[src/rtl/counter_display_gen_if.sv]
// Control/display bundle for counter_display_gen.
// Inputs: switch, trigger, up_down, hold. Outputs: AN, seven, count.
interface counter_display_gen_if #(
    parameter int NDIG = 4
);
    logic                switch;
    logic                trigger;
    logic                up_down;
    logic                hold;
    logic [NDIG-1:0]     AN;
    logic [6:0]          seven;
    logic [4*NDIG-1:0]   count;

    // Stimulus side: drives the controls, observes the display and count.
    modport master (
        output switch,
        output trigger,
        output up_down,
        output hold,
        input  AN,
        input  seven,
        input  count
    );

    // Design side.
    modport slave (
        input  switch,
        input  trigger,
        input  up_down,
        input  hold,
        output AN,
        output seven,
        output count
    );
endinterface

[src/rtl/counter_display_gen.sv]
// Event counter (button or periodic tick) with multiplexed hex 7-seg scan.
// Ports: clock, reset (sync, active-high); bus.switch/trigger/up_down/hold in;
//        bus.AN (active-low digit enables), bus.seven {g..a} active-low, bus.count out.
module counter_display_gen #(
    parameter int NDIG       = 4,
    parameter int TICK_DIV   = 50_000_000,
    parameter int SCAN_DIV   = 50_000,
    parameter int DEB_CYCLES = 500_000
) (
    input  logic                 clock,
    input  logic                 reset,
    counter_display_gen_if.slave bus
);
    localparam int COUNT_W = 4 * NDIG;
    localparam int TICK_W  = $clog2(TICK_DIV);
    localparam int SCAN_W  = (SCAN_DIV > 1) ? $clog2(SCAN_DIV) : 1;
    localparam int DEB_W   = $clog2(DEB_CYCLES + 1);
    localparam int IDX_W   = (NDIG > 1) ? $clog2(NDIG) : 1;

    localparam logic [TICK_W-1:0] TICK_LAST = TICK_W'(TICK_DIV - 1);
    localparam logic [SCAN_W-1:0] SCAN_LAST = SCAN_W'(SCAN_DIV - 1);
    localparam logic [DEB_W-1:0]  DEB_LAST  = DEB_W'(DEB_CYCLES - 1);
    localparam logic [IDX_W-1:0]  IDX_LAST  = IDX_W'(NDIG - 1);

    function automatic logic [6:0] hex7(input logic [3:0] v);
        logic [6:0] s;
        case (v)
            4'h0:    s = 7'b1000000;
            4'h1:    s = 7'b1111001;
            4'h2:    s = 7'b0100100;
            4'h3:    s = 7'b0110000;
            4'h4:    s = 7'b0011001;
            4'h5:    s = 7'b0010010;
            4'h6:    s = 7'b0000010;
            4'h7:    s = 7'b1111000;
            4'h8:    s = 7'b0000000;
            4'h9:    s = 7'b0010000;
            4'hA:    s = 7'b0001000;
            4'hB:    s = 7'b0000011;
            4'hC:    s = 7'b1000110;
            4'hD:    s = 7'b0100001;
            4'hE:    s = 7'b0000110;
            default: s = 7'b0001110;
        endcase
        return s;
    endfunction

    logic               sync1_q, sync1_d;
    logic               sync2_q, sync2_d;
    logic               clean_q, clean_d;
    logic               prev_q, prev_d;
    logic [DEB_W-1:0]   deb_q, deb_d;
    logic [TICK_W-1:0]  tick_q, tick_d;
    logic [SCAN_W-1:0]  scan_q, scan_d;
    logic [IDX_W-1:0]   idx_q, idx_d;
    logic [NDIG-1:0]    an_q, an_d;
    logic [6:0]         seven_q, seven_d;
    logic [COUNT_W-1:0] count_q, count_d;

    logic               press;
    logic               tick;
    logic               step;
    logic [IDX_W-1:0]   idx_nxt;

    always_comb begin
        sync1_d = bus.trigger;
        sync2_d = sync1_q;
        clean_d = clean_q;
        prev_d  = clean_q;
        deb_d   = '0;
        tick_d  = tick_q;
        scan_d  = scan_q;
        idx_d   = idx_q;
        an_d    = an_q;
        seven_d = seven_q;
        count_d = count_q;
        idx_nxt = '0;

        // Debounce: a run of samples disagreeing with clean is counted;
        // any agreeing sample clears the run.
        if (sync2_q != clean_q) begin
            if (deb_q == DEB_LAST) begin
                clean_d = sync2_q;
            end else begin
                deb_d = deb_q + DEB_W'(1);
            end
        end

        press = clean_q & ~prev_q;

        // Prescaler parked at 0 in button mode so entering auto mode
        // always waits a full period before the first tick.
        tick = bus.switch && (tick_q == TICK_LAST);
        if (!bus.switch || tick) begin
            tick_d = '0;
        end else begin
            tick_d = tick_q + TICK_W'(1);
        end

        step = bus.switch ? tick : press;
        if (step && !bus.hold) begin
            count_d = bus.up_down ? count_q + COUNT_W'(1)
                                  : count_q - COUNT_W'(1);
        end

        if (scan_q == SCAN_LAST) begin
            scan_d  = '0;
            idx_nxt = (idx_q == IDX_LAST) ? '0 : idx_q + IDX_W'(1);
            idx_d   = idx_nxt;
            an_d    = ~(NDIG'(1) << idx_nxt);
            seven_d = hex7(count_q[{idx_nxt, 2'b00} +: 4]);
        end else begin
            scan_d = scan_q + SCAN_W'(1);
        end
    end

    always_ff @(posedge clock) begin
        if (reset) begin
            sync1_q <= 1'b0;
            sync2_q <= 1'b0;
            clean_q <= 1'b0;
            prev_q  <= 1'b0;
            deb_q   <= '0;
            tick_q  <= '0;
            scan_q  <= '0;
            idx_q   <= '0;
            an_q    <= ~NDIG'(1);
            seven_q <= 7'b1000000;
            count_q <= '0;
        end else begin
            sync1_q <= sync1_d;
            sync2_q <= sync2_d;
            clean_q <= clean_d;
            prev_q  <= prev_d;
            deb_q   <= deb_d;
            tick_q  <= tick_d;
            scan_q  <= scan_d;
            idx_q   <= idx_d;
            an_q    <= an_d;
            seven_q <= seven_d;
            count_q <= count_d;
        end
    end

    assign bus.AN    = an_q;
    assign bus.seven = seven_q;
    assign bus.count = count_q;
endmodule

[src/flat_wrapper.sv]
// flat-port wrapper written by rule: the top's interface ports become plain ports
module counter_display_gen_flat 
#(
    parameter int NDIG       = 4,
    parameter int TICK_DIV   = 50_000_000,
    parameter int SCAN_DIV   = 50_000,
    parameter int DEB_CYCLES = 500_000
)
  (clock, reset, bus_switch, bus_trigger, bus_up_down, bus_hold, bus_AN, bus_seven, bus_count);
  counter_display_gen_if #(.NDIG(NDIG)) bus_i ();
  input  logic clock;
  input  logic reset;
  input wire logic [$bits(bus_i.switch)-1:0] bus_switch;
  input wire logic [$bits(bus_i.trigger)-1:0] bus_trigger;
  input wire logic [$bits(bus_i.up_down)-1:0] bus_up_down;
  input wire logic [$bits(bus_i.hold)-1:0] bus_hold;
  output wire logic [$bits(bus_i.AN)-1:0] bus_AN;
  output wire logic [$bits(bus_i.seven)-1:0] bus_seven;
  output wire logic [$bits(bus_i.count)-1:0] bus_count;
  assign bus_i.switch = bus_switch;
  assign bus_i.trigger = bus_trigger;
  assign bus_i.up_down = bus_up_down;
  assign bus_i.hold = bus_hold;
  assign bus_AN = bus_i.AN;
  assign bus_seven = bus_i.seven;
  assign bus_count = bus_i.count;
  counter_display_gen #(.NDIG(NDIG), .TICK_DIV(TICK_DIV), .SCAN_DIV(SCAN_DIV), .DEB_CYCLES(DEB_CYCLES)) u_core (.clock(clock), .reset(reset), .bus(bus_i));
endmodule
[config.mk]
export PLATFORM = sky130hd
export DESIGN_NAME = counter_display_gen_flat
export DESIGN_NICKNAME = d
export VERILOG_FILES = /design/src/rtl/counter_display_gen_if.sv /design/src/rtl/counter_display_gen.sv /design/src/flat_wrapper.sv
export SDC_FILE = /design/constraint.sdc
export NUM_CORES = 1
export LEC_CHECK = 0
export BUFFER_PORTS_ARGS = -buffer_cell sky130_fd_sc_hd__buf_2
export CORE_MARGIN = 2
export CORE_UTILIZATION = 61
export DETAILED_ROUTE_END_ITERATION = 7
export GPL_TIMING_DRIVEN = 0
export PLACE_DENSITY_LB_ADDON = 0.3
export SETUP_SLACK_MARGIN = 0.05
export SLEW_MARGIN = 20
export SYNTH_ARGS = -nofsm -noshare
export SYNTH_HDL_FRONTEND = slang
export SYNTH_SLANG_ARGS = --single-unit
[constraint.sdc]
create_clock -name clock -period 3.75 [get_ports clock]
set_input_delay 0 -clock clock [delete_from_list [all_inputs] [get_ports clock]]
set_output_delay 0 -clock clock [all_outputs]
set_load 0.02 [all_outputs]
==> impl_metrics.json <==
{
  "period_minus_slack_ns": 2.709,
  "cts-resized-gates": 0,
  "cp-endpoint": "u_core.bus.count[14]$_SDFFE_PP0P_",
  "wl_um": 10300,
  "first_pass_iters": 5,
  "clock-sinks": 94,
  "nNetsFinal": 643,
  "start_util_pct": 62.79,
  "hold_buffers": 1,
  "cp_max_fo": 6,
  "async_flop_share_pct": 0,
  "grt_pass1_vias": 3927,
  "grt_overflow": 0,
  "grt_pass1_wl_um": 17620,
  "worstSetupPathType": "flip-flop to flip-flop",
  "gp_congestion": 0.9761,
  "finalHoldViolCount": 0,
  "p_int_mw": 1.353,
  "area_growth_pct": 10.39,
  "holdWs_ns": 0.04575,
  "cts_tree": "yes",
  "die_y_um": 93.19,
  "antenna_found_initial": 0,
  "period_share_pct": 72.24,
  "synth_cell_type_count": 55,
  "clock_path_buffers": 2,
  "reg2reg_to": "u_core.bus.count[14]$_SDFFE_PP0P_",
  "final_common_cell": "dfxtp_1",
  "crit_start": "u_core.bus.count[0]$_SDFFE_PP0P_",
  "swShare_pct": 23.37,
  "fp-row-count": 32,
  "dp_slack_ns": 1.019,
  "grt_max_degree": 17,
  "dp.cells": 698,
  "tightest_slew_ns": 0.7069,
  "vias_per_cell": 5.737,
  "synthTopCellsByArea": "dfxtp_1 (39%), ha_1 (7.2%), nor2_1 (7.1%)",
  "first_iter_violations": 185,
  "grt_usage_pct": 25.12,
  "drive_gt1_share_pct": 12.07,
  "irDropWorstVdd_mv": 0.2287,
  "ys_seq_area_share_pct": 38.78,
  "synth.largest_area_cell": "dfxtp_1",
  "synth_flop_cell": "dfxtp_1",
  "p_per_area_nw_per_um2": 329.7,
  "p_switching_mw": 0.4128,
  "cts_buffers": 9,
  "setup_tns_ns": 0,
  "htreeDepth": 3,
  "yosys.area.top_type_share_pct": 38.78,
  "clockPowerShare_pct": 39.5,
  "final_cell_count_no_fill": 715,
  "vias": 4102,
  "io_pins": 33,
  "max_freq_mhz": 369.1,
  "dp_hpwl_um": 7436,
  "avgSynthCellArea_um2": 8.603,
  "total_leakage_power_nw": 2.085,
  "drv_slew": 0,
  "postSynthNetCount": 599,
  "crit_arrival_ns": 2.96,
  "cts_setup_buffers": 0,
  "p_total_mw": 1.766,
  "portBuffers": 32,
  "drc": 0,
  "slew_headroom_pct": 52.80,
  "rsz0062_at_grt": "no",
  "r2r-start": "u_core.bus.count[0]$_SDFFE_PP0P_",
  "ff2ff_path_depth": 9,
  "crit_path_start_kind": "flip-flop",
  "fillers": 643,
  "place_area_um2": 5140,
  "synth-edff-count": 0,
  "syn-cell-area_um2": 4852,
  "clockRootBuffer": "clkbuf_8",
  "p_comb_share_pct": 3.5,
  "dieArea_um2": 8683,
  "core-area_um2": 7727,
  "design_area_um2": 5356,
  "clk_pin_slew_ns": 0.10,
  "synthCells": 564,
  "wl_per_cell_um": 14.40,
  "clk_latency_ns": 0.37,
  "crit_required_ns": 4.00,
  "fin_worst_skew_ns": 0.009860,
  "worstSetupEndpointType": "flip-flop",
  "hold_path.class": "input pin to flip-flop",
  "fp.dieW_um": 93.19,
  "diodes": 0,
  "yosysWarnings": 0,
  "final_cell_mix": "dfxtp_1 (94), nor2_1 (92), nand2_1 (46)",
  "ant_nets": 0,
  "synth_seq_cells": 94,
  "setup_viol": 0,
  "status": "finished, final reports clean",
  "maxCapViolCount": 0,
  "fin_util_pct": 69.32,
  "pwr-share-seq_pct": 57.0,
  "r2r_slack_ns": 1.04,
  "finalWorstSetupSlack_ns": 1.041
}
-- synth_stat cells (2+ instances only) --
library cell   n
o21ai_1        2
nor4_1         2
nand2_1       46
nor2b_1        8
inv_1         19
o22ai_1        3
xor2_1        38
a21o_1         4
nand3_1       32
o21ai_0       16
nor4b_1        5
ha_1          28
and3_1        15
clkbuf_1      11
dfxtp_1       94
a211oi_1       7
mux2i_1        6
a21oi_1       34
and4_1         3
nand4_1        7
mux4_2         3
mux2_2         3
o211ai_1       9
or2_2          3
a31oi_1        4
or3_1          9
nand2b_1       5
buf_2          4
a31o_2         3
xnor2_1       21
nor2_1        92
nor3_1         5
-- cell families (layout without fill, tap and decap cells) --
logic type                 after synthesis  in the layout  share of synthesized area, %
adders and majority gates               29             29                         7.633
xor gates and xnor gates                59             59                         10.65
DFF                                     94             94                         38.78
buffers and inverters                   35             84                         2.965
AOI/OAI and AO/OA                       93             93                         12.40
and+or+nand+nor                        242            242                         24.24
muxes                                   12             12                         3.326
-- final cells by class --
cell class,count,area (µm²),share of cell area [%]
Inverter,19,71.32,1.331
Clock inverter,6,68.82,1.285
Timing Repair Buffer,33,170.2,3.177
Tap cell,102,127.6,2.383
Clock buffer,10,137.6,2.569
Multi-Input combinational cell,435,2826,52.77
Buffer,16,72.57,1.355
Sequential cell,94,1882,35.13
-- registers in the layout, indices dropped and copies added, names as in the netlist, 2 cells and up --
name / cells
u_core.bus.AN: 4
u_core.bus.count: 16
u_core.bus.seven: 7
u_core.deb_q: 19
u_core.idx_q: 2
u_core.scan_q: 16
u_core.tick_q: 26
-- worst min-delay path by stage --
| stage | to | slack (ns) | start | cells after the start |
|---|---|---|---|---|
| floorplan | u_core.sync1_q$_SDFF_PP0_ | 0.13 | bus_trigger | 1 |
| global placement | u_core.sync1_q$_SDFF_PP0_ | 0.24 | bus_trigger | 2 |
| detailed placement | u_core.sync1_q$_SDFF_PP0_ | 0.25 | bus_trigger | 2 |
| CTS | u_core.bus.count[11]$_SDFFE_PP0P_ | 0.03 | reset | 3 |
| global route | u_core.tick_q[24]$_SDFF_PP0_ | 0.05 | bus_switch | 3 |
| finish | u_core.bus.count[11]$_SDFFE_PP0P_ | 0.05 | reset | 3 |
-- power groups by stage --
stage | combinational [mW] | clock, mW | sequential [mW]
floorplan | 0.0418 | 0 | 1.03
global placement | 0.0583 | 0 | 1.03
detailed placement | 0.0602 | 0 | 1.03
CTS | 0.0615 | 0.712 | 1.01
global route | 0.0690 | 0.758 | 1.01
finish | 0.0623 | 0.697 | 1.01
-- routing by layer --
metal / global-route usage [%] / part of all wire [%] / vias up
li1: - / - / 2044
met1: 32.04 / 45 / 1932
met2: 42.39 / 49 / 104
met3: 4.754 / 4.6 / 22
met4: 9.314 / 1.8 / 0
met5: 0 / 0 / -
-- worst max-delay path: stages, from the launching register on --
cell and delay, ns:
dfxtp_1 0.45, inv_1 0.10, fa_1 0.44, and2b_1 0.26
o211ai_1 0.13, a31oi_2 0.32, a31o_2 0.21, nand3_1 0.10
mux2_2 0.29, a311o_1 0.31
Note: power is estimated with default switching activity, not from simulation.
